### src/rtl/pic_host_sequencer_if.sv
// PIC pin-level bus between the host sequencer (master) and the PIC (slave).
interface pic_host_sequencer_if;
  logic       INT;
  logic [7:0] D_in;
  logic [7:0] D_out;
  logic       D_oe;
  logic       CS;
  logic       WR;
  logic       RD;
  logic       A0;
  logic       INTA;

  modport master (
    input  INT, D_in,
    output D_out, D_oe, CS, WR, RD, A0, INTA
  );

  modport slave (
    output INT, D_in,
    input  D_out, D_oe, CS, WR, RD, A0, INTA
  );
endinterface

### src/rtl/pic_host_sequencer.sv
// Host-side bus master for the PIC: writes ICW1..ICW4/OCW1 after start, then
// answers INT with a two-pulse INTA handshake and captures the vector byte.
// Optional status reads (OCW3 + RD access) are built when PIC_HOST_STATUS_EN is defined.
module pic_host_sequencer #(
  parameter int unsigned STROBE_CYCLES = 2,
  parameter int unsigned GAP_CYCLES    = 1
) (
  input  logic                        CLK,
  input  logic                        RESET,
  input  logic                        start,
  input  logic [7:0]                  cfg_icw1,
  input  logic [7:0]                  cfg_icw2,
  input  logic [7:0]                  cfg_icw3,
  input  logic [7:0]                  cfg_icw4,
  input  logic [7:0]                  cfg_ocw1,
  input  logic                        rd_req,
  input  logic                        rd_sel,
  pic_host_sequencer_if.master        pic,
  output logic                        busy,
  output logic                        init_done,
  output logic [7:0]                  vector,
  output logic                        vector_vld,
  output logic [7:0]                  status,
  output logic                        status_vld
);

  localparam int unsigned MaxCyc = (STROBE_CYCLES > GAP_CYCLES) ? STROBE_CYCLES : GAP_CYCLES;
  localparam int unsigned CntW   = $clog2(MaxCyc + 1);
  localparam logic [CntW-1:0] StrbLast = CntW'(STROBE_CYCLES - 1);
  localparam logic [CntW-1:0] GapLast  = CntW'(GAP_CYCLES - 1);

  typedef enum logic [3:0] {
    StIdle, StWrSetup, StWrStrobe, StWrHold, StWrGap, StRdStrobe, StRdGap,
    StReady, StAck1, StAckGap, StAck2, StAckTail
  } state_e;

  typedef enum logic [2:0] {
    StepIcw1, StepIcw2, StepIcw3, StepIcw4, StepOcw1, StepOcw3
  } step_e;

  state_e          state_q, state_d;
  step_e           step_q, step_d;
  logic [CntW-1:0] cnt_q, cnt_d;
  logic [7:0]      icw1_q, icw1_d, icw2_q, icw2_d, icw3_q, icw3_d;
  logic [7:0]      icw4_q, icw4_d, ocw1_q, ocw1_d;
  logic            rd_sel_q, rd_sel_d;
  logic            init_done_q, init_done_d;
  logic [7:0]      vector_q, vector_d;
  logic            vector_vld_q, vector_vld_d;
  logic [7:0]      status_q, status_d;
  logic            status_vld_q, status_vld_d;
  logic            cs_q, cs_d, wr_q, wr_d, rd_q, rd_d, inta_q, inta_d;
  logic            a0_q, a0_d, d_oe_q, d_oe_d, busy_q, busy_d;
  logic [7:0]      d_out_q, d_out_d;
  logic            begin_init;
  logic [7:0]      wr_data;
  logic            wr_a0;

`ifndef PIC_HOST_STATUS_EN
  logic unused_rd;
  assign unused_rd = rd_req ^ rd_sel;
`endif

  // Next state, then bus outputs derived from the next state so they are registered with it.
  always_comb begin
    state_d      = state_q;
    step_d       = step_q;
    cnt_d        = cnt_q;
    icw1_d       = icw1_q;
    icw2_d       = icw2_q;
    icw3_d       = icw3_q;
    icw4_d       = icw4_q;
    ocw1_d       = ocw1_q;
    rd_sel_d     = rd_sel_q;
    init_done_d  = init_done_q;
    vector_d     = vector_q;
    vector_vld_d = 1'b0;
    status_d     = status_q;
    status_vld_d = 1'b0;
    begin_init   = 1'b0;

    case (state_q)
      StIdle: begin
        if (start) begin_init = 1'b1;
      end
      StReady: begin
        if (start) begin
          begin_init = 1'b1;
        end else if (pic.INT) begin
          state_d = StAck1;
          cnt_d   = '0;
        end
`ifdef PIC_HOST_STATUS_EN
        else if (rd_req) begin
          rd_sel_d = rd_sel;
          step_d   = StepOcw3;
          state_d  = StWrSetup;
          cnt_d    = '0;
        end
`endif
      end
      StWrSetup: begin
        state_d = StWrStrobe;
        cnt_d   = '0;
      end
      StWrStrobe: begin
        if (cnt_q == StrbLast) begin
          state_d = StWrHold;
          cnt_d   = '0;
        end else begin
          cnt_d = cnt_q + 1'b1;
        end
      end
      StWrHold: begin
        state_d = StWrGap;
        cnt_d   = '0;
      end
      StWrGap: begin
        if (cnt_q == GapLast) begin
          cnt_d   = '0;
          state_d = StWrSetup;
          case (step_q)
            StepIcw1: step_d = StepIcw2;
            StepIcw2: step_d = !icw1_q[1] ? StepIcw3 : (icw1_q[0] ? StepIcw4 : StepOcw1);
            StepIcw3: step_d = icw1_q[0] ? StepIcw4 : StepOcw1;
            StepIcw4: step_d = StepOcw1;
            StepOcw1: begin
              state_d     = StReady;
              init_done_d = 1'b1;
            end
            default:  state_d = StRdStrobe;
          endcase
        end else begin
          cnt_d = cnt_q + 1'b1;
        end
      end
      StRdStrobe: begin
        if (cnt_q == StrbLast) begin
`ifdef PIC_HOST_STATUS_EN
          status_d     = pic.D_in;
          status_vld_d = 1'b1;
`endif
          state_d = StRdGap;
          cnt_d   = '0;
        end else begin
          cnt_d = cnt_q + 1'b1;
        end
      end
      StRdGap: begin
        if (cnt_q == GapLast) begin
          state_d = StReady;
          cnt_d   = '0;
        end else begin
          cnt_d = cnt_q + 1'b1;
        end
      end
      StAck1: begin
        if (cnt_q == StrbLast) begin
          state_d = StAckGap;
          cnt_d   = '0;
        end else begin
          cnt_d = cnt_q + 1'b1;
        end
      end
      StAckGap: begin
        if (cnt_q == GapLast) begin
          state_d = StAck2;
          cnt_d   = '0;
        end else begin
          cnt_d = cnt_q + 1'b1;
        end
      end
      StAck2: begin
        // INT is not re-checked here: a dropped request still gets its second pulse.
        if (cnt_q == StrbLast) begin
          vector_d     = pic.D_in;
          vector_vld_d = 1'b1;
          state_d      = StAckTail;
          cnt_d        = '0;
        end else begin
          cnt_d = cnt_q + 1'b1;
        end
      end
      StAckTail: begin
        if (cnt_q == GapLast) begin
          state_d = StReady;
          cnt_d   = '0;
        end else begin
          cnt_d = cnt_q + 1'b1;
        end
      end
      default: state_d = StIdle;
    endcase

    if (begin_init) begin
      icw1_d      = cfg_icw1;
      icw2_d      = cfg_icw2;
      icw3_d      = cfg_icw3;
      icw4_d      = cfg_icw4;
      ocw1_d      = cfg_ocw1;
      init_done_d = 1'b0;
      step_d      = StepIcw1;
      state_d     = StWrSetup;
      cnt_d       = '0;
    end

    case (step_d)
      StepIcw1: begin wr_data = icw1_d; wr_a0 = 1'b0; end
      StepIcw2: begin wr_data = icw2_d; wr_a0 = 1'b1; end
      StepIcw3: begin wr_data = icw3_d; wr_a0 = 1'b1; end
      StepIcw4: begin wr_data = icw4_d; wr_a0 = 1'b1; end
      StepOcw1: begin wr_data = ocw1_d; wr_a0 = 1'b1; end
      default:  begin wr_data = {6'b000010, 1'b1, rd_sel_d}; wr_a0 = 1'b0; end
    endcase

    cs_d    = 1'b1;
    wr_d    = 1'b1;
    rd_d    = 1'b1;
    inta_d  = 1'b0;
    d_oe_d  = 1'b0;
    a0_d    = a0_q;
    d_out_d = d_out_q;
    case (state_d)
      StWrSetup, StWrHold: begin
        cs_d    = 1'b0;
        d_oe_d  = 1'b1;
        a0_d    = wr_a0;
        d_out_d = wr_data;
      end
      StWrStrobe: begin
        cs_d    = 1'b0;
        wr_d    = 1'b0;
        d_oe_d  = 1'b1;
        a0_d    = wr_a0;
        d_out_d = wr_data;
      end
      StRdStrobe: begin
        cs_d = 1'b0;
        rd_d = 1'b0;
        a0_d = 1'b0;
      end
      StAck1, StAck2: inta_d = 1'b1;
      default: ;
    endcase
    busy_d = !((state_d == StIdle) || (state_d == StReady));
  end

  // State and registered outputs; synchronous reset aborts any access on the next edge.
  always_ff @(posedge CLK) begin
    if (RESET) begin
      state_q      <= StIdle;
      step_q       <= StepIcw1;
      cnt_q        <= '0;
      icw1_q       <= '0;
      icw2_q       <= '0;
      icw3_q       <= '0;
      icw4_q       <= '0;
      ocw1_q       <= '0;
      rd_sel_q     <= 1'b0;
      init_done_q  <= 1'b0;
      vector_q     <= '0;
      vector_vld_q <= 1'b0;
      status_q     <= '0;
      status_vld_q <= 1'b0;
      cs_q         <= 1'b1;
      wr_q         <= 1'b1;
      rd_q         <= 1'b1;
      inta_q       <= 1'b0;
      a0_q         <= 1'b0;
      d_oe_q       <= 1'b0;
      d_out_q      <= '0;
      busy_q       <= 1'b0;
    end else begin
      state_q      <= state_d;
      step_q       <= step_d;
      cnt_q        <= cnt_d;
      icw1_q       <= icw1_d;
      icw2_q       <= icw2_d;
      icw3_q       <= icw3_d;
      icw4_q       <= icw4_d;
      ocw1_q       <= ocw1_d;
      rd_sel_q     <= rd_sel_d;
      init_done_q  <= init_done_d;
      vector_q     <= vector_d;
      vector_vld_q <= vector_vld_d;
      status_q     <= status_d;
      status_vld_q <= status_vld_d;
      cs_q         <= cs_d;
      wr_q         <= wr_d;
      rd_q         <= rd_d;
      inta_q       <= inta_d;
      a0_q         <= a0_d;
      d_oe_q       <= d_oe_d;
      d_out_q      <= d_out_d;
      busy_q       <= busy_d;
    end
  end

  assign pic.CS    = cs_q;
  assign pic.WR    = wr_q;
  assign pic.RD    = rd_q;
  assign pic.INTA  = inta_q;
  assign pic.A0    = a0_q;
  assign pic.D_oe  = d_oe_q;
  assign pic.D_out = d_out_q;
  assign busy       = busy_q;
  assign init_done  = init_done_q;
  assign vector     = vector_q;
  assign vector_vld = vector_vld_q;
  assign status     = status_q;
  assign status_vld = status_vld_q;

endmodule

### src/flat_wrapper.sv
// flat-port wrapper written by rule: the top's interface ports become plain ports
module pic_host_sequencer_flat 
#(
  parameter int unsigned STROBE_CYCLES = 2,
  parameter int unsigned GAP_CYCLES    = 1
)
  (CLK, RESET, start, cfg_icw1, cfg_icw2, cfg_icw3, cfg_icw4, cfg_ocw1, rd_req, rd_sel, busy, init_done, vector, vector_vld, status, status_vld, pic_INT, pic_D_in, pic_D_out, pic_D_oe, pic_CS, pic_WR, pic_RD, pic_A0, pic_INTA);
  pic_host_sequencer_if pic_i ();
  input  logic CLK;
  input  logic RESET;
  input  logic start;
  input  logic [7:0] cfg_icw1;
  input  logic [7:0] cfg_icw2;
  input  logic [7:0] cfg_icw3;
  input  logic [7:0] cfg_icw4;
  input  logic [7:0] cfg_ocw1;
  input  logic rd_req;
  input  logic rd_sel;
  output logic busy;
  output logic init_done;
  output logic [7:0] vector;
  output logic vector_vld;
  output logic [7:0] status;
  output logic status_vld;
  input wire logic [$bits(pic_i.INT)-1:0] pic_INT;
  input wire logic [$bits(pic_i.D_in)-1:0] pic_D_in;
  output wire logic [$bits(pic_i.D_out)-1:0] pic_D_out;
  output wire logic [$bits(pic_i.D_oe)-1:0] pic_D_oe;
  output wire logic [$bits(pic_i.CS)-1:0] pic_CS;
  output wire logic [$bits(pic_i.WR)-1:0] pic_WR;
  output wire logic [$bits(pic_i.RD)-1:0] pic_RD;
  output wire logic [$bits(pic_i.A0)-1:0] pic_A0;
  output wire logic [$bits(pic_i.INTA)-1:0] pic_INTA;
  assign pic_i.INT = pic_INT;
  assign pic_i.D_in = pic_D_in;
  assign pic_D_out = pic_i.D_out;
  assign pic_D_oe = pic_i.D_oe;
  assign pic_CS = pic_i.CS;
  assign pic_WR = pic_i.WR;
  assign pic_RD = pic_i.RD;
  assign pic_A0 = pic_i.A0;
  assign pic_INTA = pic_i.INTA;
  pic_host_sequencer #(.STROBE_CYCLES(STROBE_CYCLES), .GAP_CYCLES(GAP_CYCLES)) u_core (.CLK(CLK), .RESET(RESET), .start(start), .cfg_icw1(cfg_icw1), .cfg_icw2(cfg_icw2), .cfg_icw3(cfg_icw3), .cfg_icw4(cfg_icw4), .cfg_ocw1(cfg_ocw1), .rd_req(rd_req), .rd_sel(rd_sel), .pic(pic_i), .busy(busy), .init_done(init_done), .vector(vector), .vector_vld(vector_vld), .status(status), .status_vld(status_vld));
endmodule
### config.mk
export PLATFORM = sky130hd
export DESIGN_NAME = pic_host_sequencer_flat
export DESIGN_NICKNAME = d
export VERILOG_FILES = /design/src/rtl/pic_host_sequencer_if.sv /design/src/rtl/pic_host_sequencer.sv /design/src/flat_wrapper.sv
export SDC_FILE = /design/constraint.sdc
export NUM_CORES = 1
export LEC_CHECK = 0
export BUFFER_PORTS_ARGS = -buffer_cell sky130_fd_sc_hd__clkbuf_2
export CORE_ASPECT_RATIO = 1.5
export CORE_MARGIN = 5
export CORE_UTILIZATION = 30
export DETAILED_ROUTE_END_ITERATION = 12
export PLACE_DENSITY = 0.52
export SLEW_MARGIN = 20
export SYNTH_ARGS = -nofsm -noshare
export SYNTH_HDL_FRONTEND = slang
export SYNTH_SLANG_ARGS = --single-unit
### constraint.sdc
create_clock -name CLK -period 4.6 [get_ports CLK]
set_input_delay 0.92 -clock CLK [delete_from_list [all_inputs] [get_ports CLK]]
set_output_delay 0.92 -clock CLK [all_outputs]
set_load 0.05 [all_outputs]
==> summary.md <==
| Metric | Value |
|---|---|
| Chip height | approximately 150 um |
| Hold Path Stages | 2 |
| Clock sink total | 74 |
| Reg2reg start | u_core.state_q[0] |
| H-tree depth | 3 |
| TNS Setup | 0 ns |
| DR vias | 3764 |
| Detailed Route WL | roughly 11000 um |
| DIE WIDTH | around 100 um |
| M1 GR Usage | 17.4% |
| Detailed Place HPWL | a little over 8000 um |
| EDFF count, synth | 0 |
| Fin. Hold Viols | 0 |
| Synth Instances | between 400 and 500 |
| Total track usage | between 10% and 20% |
| Port buffer count | 76 |
| Clock tree from TritonCTS | done |
| CTS resizes | 0 |
| Antenna violations before repair | 0 |
| Row count | approximately 50 |
| Vias per inst | approximately 5.3 |
| PnR worst setup slack | ~1.4 ns |
| Worst skew pair latency | 0.33 ns |
| Fin Clk Skew | ~0.006 ns |
| Power, Total | between 1.5 and 2 mW |
| Worst EP arrival | approximately 3.4 ns |
| Hold Crit Start | u_core.icw1_q[5] |
| Met3 Usage GRT | approximately 2.6% |
| Fin. max-slew vios | 0 |
| Hold Crit Class | reg -> reg |
| Dpl cells | 688 |
| DRT Pass-1 Iters | 5 |
| Maxcap violations | 0 |
| LEAKAGE | 1.81 nW |
| M2 GR Usage | around a quarter |
| VDD IR max | 0.175 mV |
| IO Pins | 88 |
| Number of global-route vias before repair | between 3000 and 4000 |
| Final Instance Count excl. Fillers | roughly 700 |
| 1st-iter DRT viols | roughly 220 |
| Synth Flop Type | dfxtp_1 |
| Final Util | 36.0% |
| Post-CTS Hold Fix Bufs | 0 |
| RD Place Congestion | approximately 0.83 |
| Sequential element share of the synthesized area | about 38% |
| Initial core utilization | a little under a third |
| Pin count of the biggest net entering global routing | 44 |
| Element type at the critical path start | flop |
| Unique cell type count in the Yosys netlist | 63 |
| Post-route ant nets | 0 |
| Nets | ~600 |
| Share of cells above drive strength 1 | 19.8% |
| Post-CTS setup buffers | 0 |
| Post-route minimum period | 3.20 ns |
| Netlist Area Pre-Place | between 3000 and 4000 sq um |
| Clk buf depth | 2 |
| PwrDens | approximately 380 nW/um^2 |
| Core box area | about 13000 sq um |
| Worst Path Required | 4.80 ns |
| Pre-CTS WS | roughly 1.4 ns |
| CP startpoint | u_core.state_q[0] |
| Drc violations | 0 |
| GR peak layer | met2 |
| TritonCTS Buffers | 9 |
| Synth Area per Inst | just under 8 sq um |
| Worst Reg-to-Reg Cells | 6 |
| Synth warn | 0 |
| Layout area overhead | 18.8% |
| Tcrit/Tclk final | 69.5% |
| Path type of the worst setup path | reg -> reg |
| Status | finished, final reports clean |
| Clock root buffer | clkbuf_16 |
| First-pass GRT wire length | 17800 um |
| Most frequent cells in the layout | 82 x nand2_1, 76 x clkbuf_2, 74 x dfxtp_1, 54 x a21oi_1, 28 x nor2_1 |
| Worst slew pin tran | approximately 0.9 ns |
| Antenna cells | 0 |
| Worst setup EP type | flop |
| CP max FO | 33 |
| RSZ-0062 raised after global routing | false |
| Fmax | ~310 MHz |
| Rel. slew slack | approximately 39% |
| Most common cell after layout, fill and taps aside | nand2_1 |
| Ys async rst share | 0% |
| Drt wl/cell | 15.8 um |
| Total die area | about 15000 sq um |
| Final Setup Violations | 0 |
| Gr ovfl total | 0 |
| Seq cells post-synth | 74 |
| Worst-path clk slew | 0.06 ns |
cells in the mapped netlist (7+ instances only):
| master | count | area (sq um) |
|---|---|---|
| a221oi_1 | 7 | 61.3 |
| nor3_1 | 10 | 50.1 |
| clkbuf_1 | 14 | 52.6 |
| nand2_1 | 82 | 308 |
| nor4_1 | 9 | 56.3 |
| dfxtp_1 | 74 | 1480 |
| nor2_1 | 28 | 105 |
| a21oi_1 | 54 | 270 |
| buf_2 | 22 | 110 |
| buf_4 | 10 | 75.1 |
| a31oi_1 | 8 | 50.1 |
| mux2i_1 | 10 | 100 |
| nand3_1 | 8 | 40.0 |
| inv_1 | 12 | 45.0 |
| o21ai_0 | 18 | 90.1 |
| nand2b_1 | 15 | 93.8 |
kinds of logic (layout without fill, tap and decap cells):
family / count (synthesis) / count (layout) / share of synthesized area (%)
fa+ha+maj: 4 / 4 / 1.28
flops: 74 / 74 / 37.9
other cells: 1 / 9 / 0.0960
mux: 13 / 13 / 3.43
buf+inv: 62 / 107 / 7.62
compound gates: 147 / 147 / 25.3
simple gates: 191 / 191 / 24.4
worst paths after layout:
path,endpoint,slack [ns]
worst max-delay path,u_core.pic.D_out[5],1.40
worst max register to register,u_core.pic.D_out[5],1.40
worst min register to register,u_core.icw1_q[5],0.45
worst min-delay path,u_core.icw1_q[5],0.45
report_power, final:
part | switching [mW] | internal, mW | total, mW | leakage, nW
registers | 0.0288 | 0.679 | 0.708 | 0.605
logic | 0.176 | 0.0849 | 0.261 | 1.04
clock network | 0.283 | 0.534 | 0.818 | 0.167
final cells by class:
class,count,area [sq um]
well taps,159,199
fillers,1371,8250
inverters,12,45.0
flip-flops and latches,74,1480
clock inverters,7,124
repair buffers,79,403
multi-input cells,364,2170
clock buffers,9,225
registers in the layout, indices dropped and copies added (netlist names), 2 cells and up:
name and cells:
u_core.icw3_q 8, u_core.vector 8, u_core.ocw1_q 8, u_core.icw1_q 8, u_core.pic.D_out 8, u_core.step_q 3, u_core.icw4_q 8, u_core.icw2_q 8
u_core.state_q 4, u_core.cnt_q 2
critical path, cell delays in order (launching register included):
cell and delay [ns]:
dfxtp_1 0.90, nand3_1 0.38, a21oi_4 0.82, a211o_1 0.28, a31oi_1 0.09, o311ai_0 0.45
a21oi_1 0.12
metrics by stage:
stage	hold WS [ns]	cell area, sq um
2_1_floorplan	0.431	3940
6_report	0.452	4640
5_1_grt	0.473	4640
3_3_place_gp	0.441	4290
3_5_place_dp	0.446	4290
4_1_cts	0.455	4640
layer usage:
metal / routed length (um) / share of wire [%]
met5: 0 / 0
met4: 355 / 3.2
met3: 504 / 4.5
met2: 5580 / 50
met1: 4710 / 42
(Power assumes the default switching activity.)
